[src/rtl/bfifo_rst_pkg.sv]
// Shared types and sizing helpers for the FIFO reset sequencer.
package bfifo_rst_pkg;

  typedef enum logic [1:0] {
    ST_ARM,
    ST_ASSERT,
    ST_POST,
    ST_IDLE
  } state_t;

  function automatic int unsigned cnt_width(input int unsigned a, input int unsigned b);
    int unsigned m;
    m = (a > b) ? a : b;
    return ($clog2(m + 1) < 1) ? 1 : $clog2(m + 1);
  endfunction

endpackage

[src/rtl/bfifo_rst_sync.sv]
// Two-flop reset synchroniser: asynchronous assert, synchronous release.
module bfifo_rst_sync (
  input  logic i_clk,
  input  logic i_rst_n,
  output logic o_rel_pre,
  output logic o_rel
);

  logic [1:0] r_ff;

  always_ff @(posedge i_clk or negedge i_rst_n) begin
    if (!i_rst_n) r_ff <= '0;
    else          r_ff <= {r_ff[0], 1'b1};
  end

  assign o_rel_pre = r_ff[0];
  assign o_rel     = r_ff[1];

endmodule

[src/rtl/bfifo_rst_seq.sv]
// Reset sequencer shared by NCH FIFOs: holds fifo_rst_o for RST_LEN cycles,
// keeps busy for POST_LEN more, and gates the AXI-Stream handshakes meanwhile.
module bfifo_rst_seq
  import bfifo_rst_pkg::*;
#(
  parameter int unsigned NCH      = 1,
  parameter int unsigned RST_LEN  = 5,
  parameter int unsigned POST_LEN = 2
) (
  input  logic           aclk,
  input  logic           aresetn,
  input  logic           soft_rst_i,
  input  logic [NCH-1:0] fifo_full_i,
  input  logic [NCH-1:0] fifo_valid_i,
  input  logic [NCH-1:0] s_axis_tvalid,
  input  logic [NCH-1:0] m_axis_tready,
  output logic           fifo_rst_o,
  output logic           rst_busy_o,
  output logic           rst_done_o,
  output logic [NCH-1:0] s_axis_tready,
  output logic [NCH-1:0] wr_en_o,
  output logic [NCH-1:0] m_axis_tvalid,
  output logic [NCH-1:0] rd_en_o
);

  localparam int unsigned CW = cnt_width(RST_LEN, POST_LEN);
  localparam logic [CW-1:0] RST_LAST  = CW'(RST_LEN - 1);
  localparam logic [CW-1:0] POST_LAST = CW'(POST_LEN - 1);

  if (NCH < 1 || RST_LEN < 1 || POST_LEN < 1) begin : g_param_check
    $error("bfifo_rst_seq: NCH, RST_LEN and POST_LEN must all be >= 1");
  end

  state_t        r_state;
  logic [CW-1:0] r_cnt;
  logic          r_pend;
  logic          r_fifo_rst;
  logic          r_busy;
  logic          r_done;
  logic          w_rel_pre;
  logic          w_rel;

  bfifo_rst_sync u_sync (
    .i_clk     (aclk),
    .i_rst_n   (aresetn),
    .o_rel_pre (w_rel_pre),
    .o_rel     (w_rel)
  );

  always_ff @(posedge aclk or negedge aresetn) begin
    if (!aresetn) begin
      r_state    <= ST_ARM;
      r_cnt      <= '0;
      r_pend     <= 1'b0;
      r_fifo_rst <= 1'b0;
      r_busy     <= 1'b1;
      r_done     <= 1'b0;
    end else begin
      r_done <= 1'b0;
      case (r_state)
        // Leaves ARM on the same edge the second synchroniser stage goes high.
        ST_ARM: if (w_rel_pre) begin
          r_state    <= ST_ASSERT;
          r_fifo_rst <= 1'b1;
          r_cnt      <= '0;
        end
        ST_ASSERT: begin
          if (soft_rst_i) r_pend <= 1'b1;
          if (r_cnt == RST_LAST) begin
            r_state    <= ST_POST;
            r_fifo_rst <= 1'b0;
            r_cnt      <= '0;
          end else begin
            r_cnt <= r_cnt + CW'(1);
          end
        end
        ST_POST: begin
          if (r_cnt == POST_LAST) begin
            r_cnt <= '0;
            // A request landing on the final POST cycle folds into the re-run.
            if (r_pend || soft_rst_i) begin
              r_state    <= ST_ASSERT;
              r_fifo_rst <= 1'b1;
              r_pend     <= 1'b0;
            end else begin
              r_state <= ST_IDLE;
              r_busy  <= 1'b0;
              r_done  <= 1'b1;
            end
          end else begin
            if (soft_rst_i) r_pend <= 1'b1;
            r_cnt <= r_cnt + CW'(1);
          end
        end
        ST_IDLE: if (soft_rst_i && w_rel) begin
          r_state    <= ST_ASSERT;
          r_fifo_rst <= 1'b1;
          r_busy     <= 1'b1;
          r_cnt      <= '0;
        end
        default: r_state <= ST_ARM;
      endcase
    end
  end

  assign fifo_rst_o = r_fifo_rst;
  assign rst_busy_o = r_busy;
  assign rst_done_o = r_done;

  logic [NCH-1:0] w_s_tready;
  logic [NCH-1:0] w_m_tvalid;

  assign w_s_tready    = ~fifo_full_i & {NCH{~r_busy}};
  assign w_m_tvalid    = fifo_valid_i & {NCH{~r_busy}};
  assign s_axis_tready = w_s_tready;
  assign wr_en_o       = w_s_tready & s_axis_tvalid;
  assign m_axis_tvalid = w_m_tvalid;
  assign rd_en_o       = w_m_tvalid & m_axis_tready;

endmodule

[config.mk]
export PLATFORM = sky130hd
export DESIGN_NAME = bfifo_rst_seq
export DESIGN_NICKNAME = d
export VERILOG_FILES = /design/src/rtl/bfifo_rst_pkg.sv /design/src/rtl/bfifo_rst_sync.sv /design/src/rtl/bfifo_rst_seq.sv
export SDC_FILE = /design/constraint.sdc
export NUM_CORES = 1
export LEC_CHECK = 0
export ABC_AREA = 0
export CAP_MARGIN = 30
export CORE_UTILIZATION = 45
export CTS_BUF_LIST = sky130_fd_sc_hd__clkbuf_8
export DETAILED_ROUTE_END_ITERATION = 7
export MAX_ROUTING_LAYER = met4
export PLACE_DENSITY = 0.71
export SYNTH_ARGS = -nofsm -noshare
export SYNTH_HDL_FRONTEND = slang
export SYNTH_HIERARCHICAL = 1
export SYNTH_SLANG_ARGS = --single-unit
[constraint.sdc]
create_clock -name aclk -period 2 [get_ports aclk]
set_input_delay 0.5 -clock aclk [delete_from_list [all_inputs] [get_ports aclk]]
set_output_delay 0.5 -clock aclk [all_outputs]
set_load 0.03 [all_outputs]
==> impl_metrics.ini, run 1 <==
[clock_tree]
cts_max_level = 1
cts_resized = 0
insertion_delay_ps = 240
cts_tree = done
postCtsSetupBuffers = 0
clk_pin_slew_ps = 50
cts_inserted_buffers = 3
cts_root_buf = clkbuf_8
cts.sinks = 11
cts_buffer_depth = 2
cts_hold_buf = 0

[setup_path]
cp.required_ps = 1500
cp_max_fo = 4
worstSetupStartpointType = flop
worst_path_max_delay_cell = clkdlybuf4s50_1
path_cells = clkdlybuf4s50_1
critPathBufInv = 1
cpPeakStageDelay_ps = 670
crit_arrival_ps = 1460
rr_startpoint = r_state[1]$_DFFE_PN0P_
critPathKind = reg2out
r2r_slack_ps = 250
cp-end-kind = output port
r2r_cells = 6
r2r_end = r_cnt[2]$_DFFE_PN0P_
critPathTopFamily = buffers and inverters

[die]
rows = 13
die_y_microns = 41
io_pins = 14
fp.dieW_microns = 41
dieArea_sq_mm = 0.001681
start_util_pct = 50.70
core_sq_mm = 0.001350

[global_route]
antenna_found_initial = 0
grt_pass1_vias = 467
grt_pass1_wl_microns = 1987
overflow = 0
grt_max_degree = 12
grt_usage_pct = 19.65

[layout]
area_delta_synth_final_pct = 29.07
n_antenna_cell = 0
utilization_pct = 65.43
seq_area_sq_um = 276.5
multiInputGateArea_sq_um = 381.6
nFillCells = 118
drive_gt1_share_pct = 18.29
nNetsFinal = 100

[pwr]
p_leak_nw = 0.4262
peakVddDrop_mv = 0.7938
power.density_mw_per_mm2 = 1410

[synthesis]
yosysTopAreaCell = dfrtp_1
synth_common_cells = dfrtp_1 (10), ha_1 (10), inv_1 (7)
synth-xor-area-share_pct = 0
synth-compound-area-share_pct = 16.27
seq_area_frac_synth_pct = 40.40
synth_top_family_by_area = adder cells
synth-adder-area-share_pct = 18.28
synth.mux.area_fraction_pct = 7.495
synth_top_area_share_pct = 36.56
async_flop_share_pct = 100.0
syn_inst = 63
yosysWarnings = 6
yosysUniqueCellTypes = 31
synth-main-ff-cell = dfrtp_1
synthSimpleGateAreaFrac_pct = 13.16
synth_nets = 80
synth_edf_count = 0
synth_area_sq_um = 684.4
synth.ff_latch_count = 11
synth_area_per_cell_sq_um = 10.86
yosys-top-cells-area = dfrtp_1 (37%), ha_1 (18%), mux2i_1 (5.9%), dfstp_2 (3.8%), inv_1 (3.8%)

[placement]
gp_congestion = 0.8659
portBuffers = 13
dp_hpwl_microns = 996.8

[sta]
final.setup.tns_ps = 0
finalHoldViolations = 0
clock_skew_ps = 5.554
setup_viol = 0
drv_slew = 0
fmax_ghz = 0.5108
period_share_pct = 97.89
period_needed_ps = 1958
rsz0062_at_grt = false

[detailed_routing]
route.vias.total = 503
drc = 0
drt_pass1_iterations = 4
wl_microns = 1289
ant_nets = 0
drt_iter0_markers = 11
routed_via_density = 5.186
routedWlPerCell_microns = 13.29

[run]
cap_violations = 0

[run_status]
status = finished, final reports clean

[hold_path]
hold_end = u_sync/r_ff[1]$_DFF_PN0_
hold_start = u_sync/r_ff[0]$_DFF_PN0_
min_path_cells = 0
hold_class = reg2reg
==> sequential cells by signal (all words and copies together) (netlist names) <==
name,cells
r_state,2
rst_busy_o,1
r_cnt,3
rst_done_o,1
fifo_rst_o,1
u_sync/r_ff,2
r_pend,1
==> cell families after synthesis <==
kind of cell               after synthesis
AOI/OAI and AO/OA                       15
adders and majority gates               10
buffers and inverters                    7
DFF                                     11
muxes                                    5
other                                    1
and+or+nand+nor                         14
==> worst max-delay path by stage <==
stage / end / startpoint / depth (start not counted)
global route: rst_busy_o / rst_busy_o$_DFFE_PN1P_ / 1
global placement: r_cnt[0]$_DFFE_PN0P_ / soft_rst_i / 5
CTS: rst_busy_o / rst_busy_o$_DFFE_PN1P_ / 1
floorplan: rd_en_o / fifo_valid_i / 2
finish: rst_busy_o / rst_busy_o$_DFFE_PN1P_ / 1
detailed placement: rd_en_o / fifo_valid_i / 4
==> power by group <==
| group | internal, mW | total (mW) | leakage (nW) | switching, mW |
|---|---|---|---|---|
| clock | 0.135 | 0.218 | 0.0269 | 0.0834 |
| combinational | 0.293 | 0.666 | 0.266 | 0.373 |
| sequential | 0.299 | 0.361 | 0.133 | 0.0618 |
==> layer usage <==
layer	global-route usage [%]	vias up	share of wire (%)
met5	-	-	0
met4	10.00	0	0.62
met2	26.17	7	44
li1	-	256	-
met3	4.891	2	3.3
met1	27.12	238	52
==> through the flow <==
step / instances / total power, mW / setup WS (ps) / hold slack, ps / area [sq um]
after floorplan: 63 / 0.8337 / 133.4 / 204.4 / 684.4
after global placement: 93 / 1.013 / 132.1 / 359.1 / 838.3
after detailed placement: 93 / 1.028 / 118.6 / 362.2 / 838.3
after CTS: 97 / 1.257 / 34.01 / 373.1 / 883.3
after global routing: 97 / 1.341 / 6.786 / 384.7 / 883.3
final: 97 / 1.245 / 42.18 / 370.6 / 883.3
==> layout make-up <==
| type | instances | share of cell area [%] |
|---|---|---|
| Clock buffer | 3 | 4.674 |
| Clock inverter | 1 | 0.4249 |
| Inverter | 7 | 2.975 |
| Multi-Input combinational cell | 45 | 43.20 |
| Sequential cell | 11 | 31.30 |
| Tap cell | 15 | 2.125 |
| Timing Repair Buffer | 15 | 15.30 |
==> layout by cell type, fill, tap and decap left out, drive strengths merged, types with 3 or more instances in the layout <==
cell type	synthesis	final
clkdlybuf4s50	0	9
nand2	3	3
o21ai	3	3
mux2i	4	4
ha	10	10
dfrtp	10	10
inv	7	8
buf	0	6
clkbuf	0	3
No activity file was read; power rests on OpenSTA's default activity.
==> inputs of run 2 (changes only) <==
- CTS_BUF_LIST: sky130_fd_sc_hd__clkbuf_8 -> default
==> impl_metrics.ini, run 2 (same netlist as run 1, synthesis figures left out) <==
[run_status]
status = finished, final reports clean

[sta]
final.setup.tns_ps = 0
clock_skew_ps = 6.769
finalHoldViolations = 0
period_share_pct = 93.95
setup_viol = 0
fmax_ghz = 0.5322
rsz0062_at_grt = false
period_needed_ps = 1879
drv_slew = 0

[placement]
dp_hpwl_microns = 996.8
dpl_cell_area_sq_um = 838.3
gp_congestion = 0.8659
portBuffers = 13

[detailed_routing]
top_layer_used = met4
drc = 0
route.vias.total = 504
drt_pass1_iterations = 4
routed_via_density = 5.196
wl_microns = 1269
met3_length_microns = 40
wl_met2_microns = 534
ant_nets = 0
drt_iter0_markers = 15
wl_met1_microns = 667
routedWlPerCell_microns = 13.08

[clock_tree]
cts_tree = done
insertion_delay_ps = 270
cts_hold_buf = 0
cts.sinks = 11
clk_pin_slew_ps = 70
cts_max_level = 1
cts_buffer_depth = 2
cts_root_buf = clkbuf_4
cts_inserted_buffers = 3

[die]
start_util_pct = 50.70
dieArea_sq_mm = 0.001681
die_y_microns = 41
fp.dieW_microns = 41
rows = 13
io_pins = 14
core_sq_mm = 0.001350

[setup_path]
critPathKind = in2out
crit_arrival_ps = 1380
worstSetupStartpointType = input port
cp-end-kind = output port
cpPeakStageDelay_ps = 440
cp.required_ps = 1500
worst_path_max_delay_cell = clkdlybuf4s50_1
cp_max_fo = 2
path_cells = clkdlybuf4s50_1 > nor2b_1 > and2_1 > buf_4

[layout]
drive_gt1_share_pct = 18.29
nNetsFinal = 100
largest_reg_flops = 3
most-common-layout-cells = ha_1 (10), dfrtp_1 (10), clkdlybuf4s50_1 (8)
top_register = r_cnt
n_antenna_cell = 0
largest_registers = r_cnt x3, r_state x2, u_sync/r_ff x2
nFillCells = 123
area_delta_synth_final_pct = 26.14
stdcell_area_sq_um = 863.3

[pwr]
p_leak_nw = 0.4125
power.density_mw_per_mm2 = 1353
peakVddDrop_mv = 0.7773

[hold_path]
hold_class = reg2reg

[global_route]
grt_max_degree = 12
overflow = 0
grt_pass1_vias = 466
antenna_found_initial = 0
grt_pass1_wl_microns = 1987
grt_usage_pct = 19.53

[run]
cap_violations = 0
run 2: cell count changes in the layout (fill, tap and decap cells not counted):
cell | previous run | this run
clkbuf_8 | 3 | 0
clkbuf_1 | 0 | 1
clkbuf_4 | 0 | 3
clkdlybuf4s50_1 | 9 | 8
inv_1 | 8 | 7
dlygate4sd2_1 | 0 | 1
run 2: repair_timing:
action	in CTS	in global routing
gates resized for setup	1	0
setup buffers	0	0
hold endpoints to repair	0	0
setup endpoints to repair	1	0
run 2: metrics by stage:
stage | setup WS [ps] | hold slack (ps) | total power, mW | std cells | util (%)
2_1_floorplan | 133.4 | 204.4 | 0.8337 | 63 | -
3_3_place_gp | 132.1 | 359.1 | 1.013 | 93 | 62.09
3_5_place_dp | 118.6 | 362.2 | 1.028 | 93 | 62.09
4_1_cts | 118.6 | 377.8 | 1.179 | 97 | 63.95
5_1_grt | 25.02 | 389.8 | 1.269 | 97 | 63.95
6_report | 121.1 | 374.9 | 1.168 | 97 | 63.95
run 2: worst max-delay path, delay by kind of cell:
family / cells / cell delay (ps)
simple gates: 2 / 290
buf+inv: 2 / 590
run 2: final timing paths:
check	startpoint	slack, ps	to	depth (start not counted)
worst min register to register	u_sync/r_ff[0]$_DFF_PN0_	370	u_sync/r_ff[1]$_DFF_PN0_	0
worst max register to register	r_state[1]$_DFFE_PN0P_	240	r_cnt[2]$_DFFE_PN0P_	6
worst min-delay path	u_sync/r_ff[0]$_DFF_PN0_	370	u_sync/r_ff[1]$_DFF_PN0_	0
min in group asynchronous	aresetn	550	r_cnt[2]$_DFFE_PN0P_	1
worst max-delay path	fifo_valid_i	120	rd_en_o	4
max in group asynchronous	aresetn	1080	rst_busy_o$_DFFE_PN1P_	1
run 2: metal layers:
layer,vias to the layer above,global-route usage [%]
met5,-,-
met4,0,10.00
met3,5,4.891
met2,8,25.78
met1,236,27.12
li1,255,-
run 2: power by group:
group	internal (mW)	switching (mW)	total, mW	leakage [nW]
Combinational	0.287	0.369	0.656	0.264
Clock	0.0771	0.0757	0.153	0.0150
Sequential	0.298	0.0611	0.359	0.133
Total	0.662	0.506	1.17	0.412
run 2: cell type report:
class | count | area [sq um] | share of cell area (%)
clock buffers | 4 | 26.28 | 3.043
inverters | 7 | 26.28 | 3.043
multi-input cells | 45 | 381.6 | 44.20
flip-flops and latches | 11 | 276.5 | 32.03
well taps | 15 | 18.77 | 2.174
repair buffers | 15 | 133.9 | 15.51
